--- src/rtl/pipe_stage_elastic.sv ---
// Two-entry elastic pipeline register (main + skid) with flush/stall; PIPE_STAGE_PERF_EN adds stall/flush counters.
// Latency 1 cycle accept-to-valid; in_ready depends only on held state, stall and flush.
module pipe_stage_elastic #(
  parameter int WIDTH = 64,
  parameter int CNT_W = 32
) (
  input  logic             clk,
  input  logic             reset,
  input  logic             flush,
  input  logic             stall,
  input  logic             in_valid,
  input  logic [WIDTH-1:0] in_data,
  output logic             in_ready,
  output logic             out_valid,
  output logic [WIDTH-1:0] out_data,
  input  logic             out_ready,
  output logic [1:0]       occupancy
`ifdef PIPE_STAGE_PERF_EN
  ,
  output logic [CNT_W-1:0] stall_cycles,
  output logic [CNT_W-1:0] flush_count
`endif
);

  typedef enum logic [1:0] {
    EMPTY = 2'd0,
    ONE   = 2'd1,
    TWO   = 2'd2
  } occ_e;

  occ_e             state_q, state_d;
  logic [WIDTH-1:0] main_q, main_d;
  logic [WIDTH-1:0] skid_q, skid_d;
  logic             main_valid, skid_valid;
  logic             in_fire, out_fire;

  assign main_valid = (state_q != EMPTY);
  assign skid_valid = (state_q == TWO);

  assign in_ready  = ~skid_valid & ~stall & ~flush;
  assign out_valid = main_valid & ~stall & ~flush;
  assign out_data  = main_q;
  assign occupancy = state_q;

  assign in_fire  = in_valid & in_ready;
  assign out_fire = out_valid & out_ready;

  always_comb begin
    state_d = state_q;
    main_d  = main_q;
    skid_d  = skid_q;
    if (flush) begin
      state_d = EMPTY;
      main_d  = '0;
      skid_d  = '0;
    end else if (!stall) begin
      case (state_q)
        EMPTY: begin
          if (in_fire) begin
            state_d = ONE;
            main_d  = in_data;
          end
        end
        ONE: begin
          if (in_fire && out_fire) begin
            main_d = in_data;
          end else if (in_fire) begin
            state_d = TWO;
            skid_d  = in_data;
          end else if (out_fire) begin
            state_d = EMPTY;
            main_d  = '0;
          end
        end
        TWO: begin
          // Skid promotes to main; the freed slot reads as zero.
          if (out_fire) begin
            state_d = ONE;
            main_d  = skid_q;
            skid_d  = '0;
          end
        end
        default: begin
          state_d = EMPTY;
          main_d  = '0;
          skid_d  = '0;
        end
      endcase
    end
  end

  always_ff @(posedge clk) begin
    if (reset) begin
      state_q <= EMPTY;
      main_q  <= '0;
      skid_q  <= '0;
    end else begin
      state_q <= state_d;
      main_q  <= main_d;
      skid_q  <= skid_d;
    end
  end

`ifdef PIPE_STAGE_PERF_EN
  logic [CNT_W-1:0] stall_cnt_q;
  logic [CNT_W-1:0] flush_cnt_q;
  logic [CNT_W-1:0] cnt_one;

  assign cnt_one = {{(CNT_W-1){1'b0}}, 1'b1};

  // Saturating counters; flush leaves them alone, only reset clears.
  always_ff @(posedge clk) begin
    if (reset) begin
      stall_cnt_q <= '0;
      flush_cnt_q <= '0;
    end else begin
      if (stall && (stall_cnt_q != {CNT_W{1'b1}})) begin
        stall_cnt_q <= stall_cnt_q + cnt_one;
      end
      if (flush && (flush_cnt_q != {CNT_W{1'b1}})) begin
        flush_cnt_q <= flush_cnt_q + cnt_one;
      end
    end
  end

  assign stall_cycles = stall_cnt_q;
  assign flush_count  = flush_cnt_q;
`endif

endmodule

--- config.mk ---
export PLATFORM = sky130hd
export DESIGN_NAME = pipe_stage_elastic
export DESIGN_NICKNAME = d
export VERILOG_FILES = /design/src/rtl/pipe_stage_elastic.sv
export SDC_FILE = /design/constraint.sdc
export NUM_CORES = 1
export LEC_CHECK = 0
export ABC_AREA = 1
export BUFFER_PORTS_ARGS = -buffer_cell sky130_fd_sc_hd__buf_2
export CORE_UTILIZATION = 45
export DETAILED_ROUTE_END_ITERATION = 8
export GPL_TIMING_DRIVEN = 0
export PLACE_DENSITY = 0.68
export SKIP_CTS_REPAIR_TIMING = 1
export SYNTH_ARGS = -nofsm -noshare
export SYNTH_HDL_FRONTEND = slang
export SYNTH_SLANG_ARGS = --single-unit
--- constraint.sdc ---
create_clock -name clk -period 4.15 [get_ports clk]
set_input_delay 0.83 -clock clk [delete_from_list [all_inputs] [get_ports clk]]
set_output_delay 0.83 -clock clk [all_outputs]
set_load 0.03 [all_outputs]
### Yosys cells after proc, flatten, opt, wreduce, memory -nomap -nowiden

Cells that the tools add are included.

* multiplexer cells: 14
* eq/ne operators: 9
* reduce and logical (&&, ||, !) cells: 7
* bitwise logic cells: 10

Operator list (count)
* 64-bit 2-to-1 mux: 6
* 64-bit case mux with 3 select lines: 2
* 5-bit AND reduction: 3
* 2-bit 2-to-1 mux: 5
* 3-bit inequality test (second input constant): 3
* 1-bit bitwise AND: 6
* 2-bit inequality test (second input constant): 3
* 2-bit case mux with 3 select lines: 1
* 1-bit inverter: 4
* 2-bit by 1-bit equality test with 1-bit output (second input constant): 1
* 2-bit equality test (second input constant): 1
* 2-bit logical NOT: 1
* 2-bit by 1-bit inequality test with 1-bit output (second input constant): 1
* 2-bit nonzero test: 1
* 2-bit OR reduction: 1
* 1-bit logical AND: 1

* logic and storage cells: 43
* register bits after elaboration: 130
* output and inout bits: 68

### Logic depth before layout (Yosys ltp)

Gate-level depths: netlist (run 1).

* depth in word-level cells: 8
* gate-level depth with buffers: 12

### Worst setup path before layout (run 1)

No wires, ideal clock.

* path type: input to output
* from: in stall
* to: out in_ready
* path buffers: 0
* stages on the path: 3
* arrival: 1.477 ns
* slack: 1.843 ns
* cells stage by stage: nor2_4 > inv_1 > nor2_1

* longest elaborated chain between the ends: 3

RTL lines
* start: declaration: line 10 `input logic stall,`
* 1-bit inverter (no line)
* 1-bit bitwise AND (2 in series): line 40 `assign in_ready = ~skid_valid & ~stall & ~flush;`
* end: declaration: line 13 `output logic in_ready,`

Every way passes these cells.

### Final worst setup path (run 1)

* from: reg state_q[1] (netlist: occupancy[1])
* to: out out_valid

* longest elaborated chain between the ends: 3

RTL lines
* start: declaration: line 31 `occ_e state_q, state_d;`
* start signal: assignment: line 98 `state_q <= state_d;`
* 2-bit nonzero test: line 37 `assign main_valid = (state_q != EMPTY);`
* 1-bit bitwise AND (2 in series): line 41 `assign out_valid = main_valid & ~stall & ~flush;`
* end: declaration: line 14 `output logic out_valid,`

Every way passes these cells.

==> results of run 1 <==
[state kept, by name (all words and copies together), names as in the netlist]
register	cells
occupancy	2
out_data	64
skid_q	64
[final timing paths]
| kind | cells past startpoint | to | slack, ns | start |
|---|---|---|---|---|
| min | 2 | out_data[30] | 0.46 | out_data[30] |
| max reg2reg | 8 | out_data[5] | 2.25 | occupancy[1] |
| max | 6 | out_valid | 1.62 | occupancy[1] |
| min reg2reg | 2 | out_data[30] | 0.46 | out_data[30] |
[logic make-up after synthesis]
group,synth area share (%)
buffers and inverters,7.14
AO/OA/AOI/OAI,5.02
flip-flops,40.8
AND/OR/NAND/NOR,47.1
[worst max-delay path: cells and delay by family, from the launching register on]
| family | cells | cell delay [ns] |
|---|---|---|
| buf+inv | 4 | 0.78 |
| flops | 1 | 0.35 |
| simple gates | 2 | 0.15 |
[layout make-up]
type,instances,area [sq um]
inverters,10,37.5
well taps,180,225
fillers,1422,6040
clock buffers,22,464
multi-input cells,802,3320
plain buffers,74,418
repair buffers,137,686
flip-flops and latches,130,2600
clock inverters,7,85.1
[per-layer routing]
layer	part of all wire (%)	vias up	routed length [um]
met5	0.045	-	8
met4	1.6	2	276
met3	6.4	25	1130
met2	46	176	8160
met1	46	2918	8120
li1	-	3504	-
[per-stage QoR]
step	hold slack [ns]	area [sq um]	instances
global route	0.482	7840	1362
global placement	0.451	7290	1333
floorplan	0.454	6380	1016
finish	0.461	7840	1362
detailed placement	0.454	7290	1333
CTS	0.464	7840	1362
[power by group]
part	switching, mW	internal [mW]
logic	0.208	0.111
registers	0.00861	1.27
clock network	0.527	0.899
total	0.743	2.28
[Yosys cell counts]
master / number
a21oi_1: 64
nand3_2: 3
buf_2: 19
nand2_2: 3
inv_2: 3
nand3_4: 1
clkbuf_1: 37
nor2_2: 3
dfxtp_1: 130
nand2_1: 460
nor2_4: 2
inv_1: 7
buf_4: 5
nand3_1: 130
nor2_1: 135
nand4_2: 1
buf_6: 13
==> flow_summary_export.csv, run 1 <==
group,metric,value,unit
critical_path,cp_max_fo,10,
cells_and_area,most_used_cells_in_the_layout_excluding_fill_and_tap_cells,"nand2_1 (460), buf_2 (156), nor2_1 (135)",
critical_path,worstPathCellList,"inv_2, nand2_2, inv_1, clkbuf_1, nor2_1, buf_2",
die,core-area,0.0139,sq mm
die,core.rowCount,43,
synthesis,syn-instance-count,1016,
global_routing,global_route_total_overflow,0,
job,cap_viol_max_count,0,
timing,slew-limit-headroom,65.3,%
critical_path,slowest_stage,"clkbuf_1",
global_routing,track_usage,24.9,%
die,pin_count,138,
power,cell_area_power_density,385,mW/mm^2
synthesis,number_of_synthesis_warnings,0,
timing,fin_tns_setup,0,ns
die,floorplan.die_area,0.0147,sq mm
timing,finalWorstSetupSlack,1.62,ns
die,die_x,121,um
synthesis,cells_taking_the_most_area_after_synthesis,"dfxtp_1 (41%), nand2_1 (27%), nand3_1 (10%), nor2_1 (7.9%), a21oi_1 (5.0%)",
placement,preCtsSetupSlack,1.61,ns
timing,worst_pin_slew,0.519,ns
power,total_chip_power,3.02,mW
clock_tree,cts_tree,"done",
synthesis,post_synth.cell_area_avg,6.28,sq um
die,initial_utilization,46.0,%
clock_tree,clockRootBuffer,"clkbuf_16",
timing,min_period,2.53,ns
global_routing,grt_first_pass_wirelength,28600,um
global_routing,grt_start_max_net_pins,17,
synthesis,seq_area_frac_synth,40.8,%
critical_path,slowest_delay,0.41,ns
power,vdd.ir_drop.worst,0.281,mV
critical_path,critPathKind,"flop to primary output",
clock_tree,path_clk_slew,0.06,ns
critical_path,critPathLaunchType,"flop",
timing,skew,0.00941,ns
routing,number_of_vias_per_cell,4.86,
cells_and_area,area_delta_synth_final,22.9,%
synthesis,synth_nets,1086,
routing,wl_per_cell,13.0,um
routing,post-route-drc-count,0,
placement,gp_routability_congestion,0.824,
synthesis,yosys_register_bits,130,
global_routing,globalRouteMet2Util,40.6,%
timing,clock.fmax,396,MHz
global_routing,globalRoute.busiestLayer,"met2",
min_path,min_path_type,"flop to flop",
cells_and_area,antennaDiodeCount,0,
routing,postRouteAntennaNets,0,
timing,finalMaxSlewViolations,0,
global_routing,number_of_global_route_vias_before_repair,5912,
critical_path,data_required_time_of_the_worst_path,3.32,ns
critical_path,critical_path_capture_point_type,"primary output",
synthesis,yosys.cell_types.count,17,
synthesis,syn_area,0.00638,sq mm
timing,layout_worst_path_cycle_share,60.9,%
run_status,status,"finished clean",
die,die_h,121,um
power,static-leakage-power,3.24,nW
cells_and_area,mostFrequentLayoutCell,"nand2_1",
synthesis,synth.top_cell.area_share,40.8,%
global_routing,antenna_violations_before_repair,1,
timing,finalHoldViolCount,0,
synthesis,yosys.area.top_type,"dfxtp_1",
cells_and_area,share_of_layout_cells_above_drive_strength_1,18.3,%
routing,dr.first_iter.drc_count,493,
clock_tree,htree_num_levels,4,
timing,setup_violations,0,
cells_and_area,final_core_utilization,56.5,%
routing,detailroute.via_count,6625,
placement,port_buffers,137,
clock_tree,clkSinkCount,130,
routing,wl,17700,um
cells_and_area,final_nets,1242,
global_routing,use_met1,32.0,%
routing,dr.pass1.iters,5,
placement,hpwlAfterDp,12200,um
clock_tree,clock_buffer_count_from_cts,17,
timing,rsz0062_at_grt,"no",
clock_tree,cts.path.max_buffers,2,
clock_tree,worst_skew_pair.late_latency,0.42,ns
global_routing,gr-usage-met3,6.02,%
critical_path,crit_arrival,1.70,ns
Note: power is estimated with default switching activity, not from simulation.
==> run 2, diff against run 1 <==
PLACE_DENSITY = 0.71   (was 0.68)
clock period = 2 ns   (was 4.15 ns; I/O delays follow)
==> flow_summary_export.csv, run 2 (synthesized netlist as in run 1, its figures left out) <==
group,metric,value,unit
placement,placed_area,0.00729,sq mm
critical_path,data_required_time_of_the_worst_path,1.60,ns
routing,dr.pass1.iters,5,
timing,rsz0062_at_grt,"no",
timing,clock.fmax,526,MHz
global_routing,number_of_global_route_vias_before_repair,6013,
die,core-area,0.0139,sq mm
die,die_x,121,um
die,initial_utilization,46.0,%
clock_tree,clockRootBuffer,"clkbuf_16",
global_routing,track_usage,25.1,%
routing,number_of_vias_per_cell,4.92,
critical_path,slowest_stage,"dfxtp_2",
critical_path,critical_path_s_most_frequent_cell,"buf_4",
cells_and_area,final_nets,1242,
global_routing,global_route_total_overflow,0,
timing,worst_pin_slew,0.511,ns
critical_path,slowest_delay,0.35,ns
routing,postRouteAntennaNets,0,
run_status,status,"finished clean",
cells_and_area,most_used_cells_in_the_layout_excluding_fill_and_tap_cells,"nand2_1 (460), buf_2 (155), nor2_1 (134)",
cells_and_area,area_delta_synth_final,24.4,%
critical_path,cp_max_fo,10,
timing,layout_worst_path_cycle_share,95.1,%
critical_path,worstPathCellList,"inv_2, nand2_1, inv_1, buf_4, nor2_2, buf_4",
routing,wl,17800,um
timing,skew,0.00421,ns
clock_tree,path_clk_slew,0.06,ns
clock_tree,cts.path.max_buffers,2,
placement,hpwlAfterDp,12100,um
timing,finalMaxSlewViolations,0,
cells_and_area,final_core_utilization,57.2,%
die,die_h,121,um
global_routing,grt_first_pass_wirelength,28800,um
routing,wl_per_cell,13.0,um
critical_path,critical_path_capture_point_type,"primary output",
timing,setup_violations,0,
placement,gp_routability_congestion,0.807,
job,cap_viol_max_count,0,
power,cell_area_power_density,828,mW/mm^2
placement,port_buffers,137,
cells_and_area,antennaDiodeCount,0,
routing,dr.first_iter.drc_count,454,
clock_tree,htree_num_levels,4,
clock_tree,clkSinkCount,130,
min_path,min_path_type,"input pin to flop",
power,static-leakage-power,3.28,nW
clock_tree,clock_buffer_count_from_cts,17,
die,floorplan.die_area,0.0147,sq mm
timing,slew-limit-headroom,65.9,%
critical_path,crit_arrival,1.50,ns
timing,min_period,1.90,ns
die,pin_count,138,
cells_and_area,layout.cell_area.non_filler,0.00794,sq mm
routing,post-route-drc-count,0,
critical_path,critPathLaunchType,"flop",
cells_and_area,mostFrequentLayoutCell,"nand2_1",
power,vdd.ir_drop.worst,0.582,mV
cells_and_area,share_of_layout_cells_above_drive_strength_1,19.0,%
die,core.rowCount,43,
clock_tree,worst_skew_pair.late_latency,0.43,ns
clock_tree,cts_tree,"done",
routing,detailroute.via_count,6711,
global_routing,grt_start_max_net_pins,17,
critical_path,critPathKind,"flop to primary output",
global_routing,antenna_violations_before_repair,0,
timing,finalHoldViolCount,0,
[run 2: layout make-up]
cell class              instances  area, sq um
clock buffers                  23          498
well taps                     180          225
multi-input cells             802         3340
repair buffers                137          688
flip-flops and latches        130         2610
fillers                      1379         5940
clock inverters                 9          126
plain buffers                  74          422
inverters                      10         37.5
[run 2: where the power goes]
part / switching, mW / internal, mW / total, mW / leakage, nW
Clock: 1.14 / 2.12 / 3.26 / 0.309
Combinational: 0.434 / 0.232 / 0.667 / 1.92
Sequential: 0.0180 / 2.63 / 2.64 / 1.05
Total: 1.59 / 4.98 / 6.57 / 3.28
[run 2: final timing paths]
check                     from           end  slack, ns  cells past startpoint
setup / recovery  occupancy[0]      in_ready        0.1                      6
hold / removal     in_data[27]    skid_q[27]       0.30                      5
setup reg to reg  occupancy[0]  out_data[56]       0.21                      9
hold reg to reg   out_data[37]  out_data[37]       0.46                      2
[run 2: per-layer routing]
| layer | vias up | global-route usage (%) | routed length [um] |
|---|---|---|---|
| met4 | 0 | 7.95 | 149 |
| li1 | 3512 | - | - |
| met5 | - | 0 | 0 |
| met1 | 2972 | 31.4 | 8100 |
| met2 | 213 | 41.9 | 8360 |
| met3 | 14 | 6.44 | 1160 |
[run 2: stage by stage]
step | power (mW) | TNS (ns) | hold WS [ns] | instances | setup slack [ns]
after floorplan | 3.12 | 0 | 0.454 | 1016 | 0.203
after global placement | 3.36 | -5.35 | 0.451 | 1333 | -0.104
after detailed placement | 3.36 | -4.47 | 0.455 | 1333 | -0.0997
after CTS | 6.61 | -0.148 | 0.290 | 1365 | -0.0766
after global routing | 6.82 | 0 | 0.304 | 1365 | 0.0175
final | 6.57 | 0 | 0.301 | 1365 | 0.0987
[run 2: critical path, delay by kind of cell (launching register included)]
kind / cells / cell delay (ns)
buffers and inverters: 4 / 0.50
flip-flops: 1 / 0.35
AND/OR/NAND/NOR: 2 / 0.22
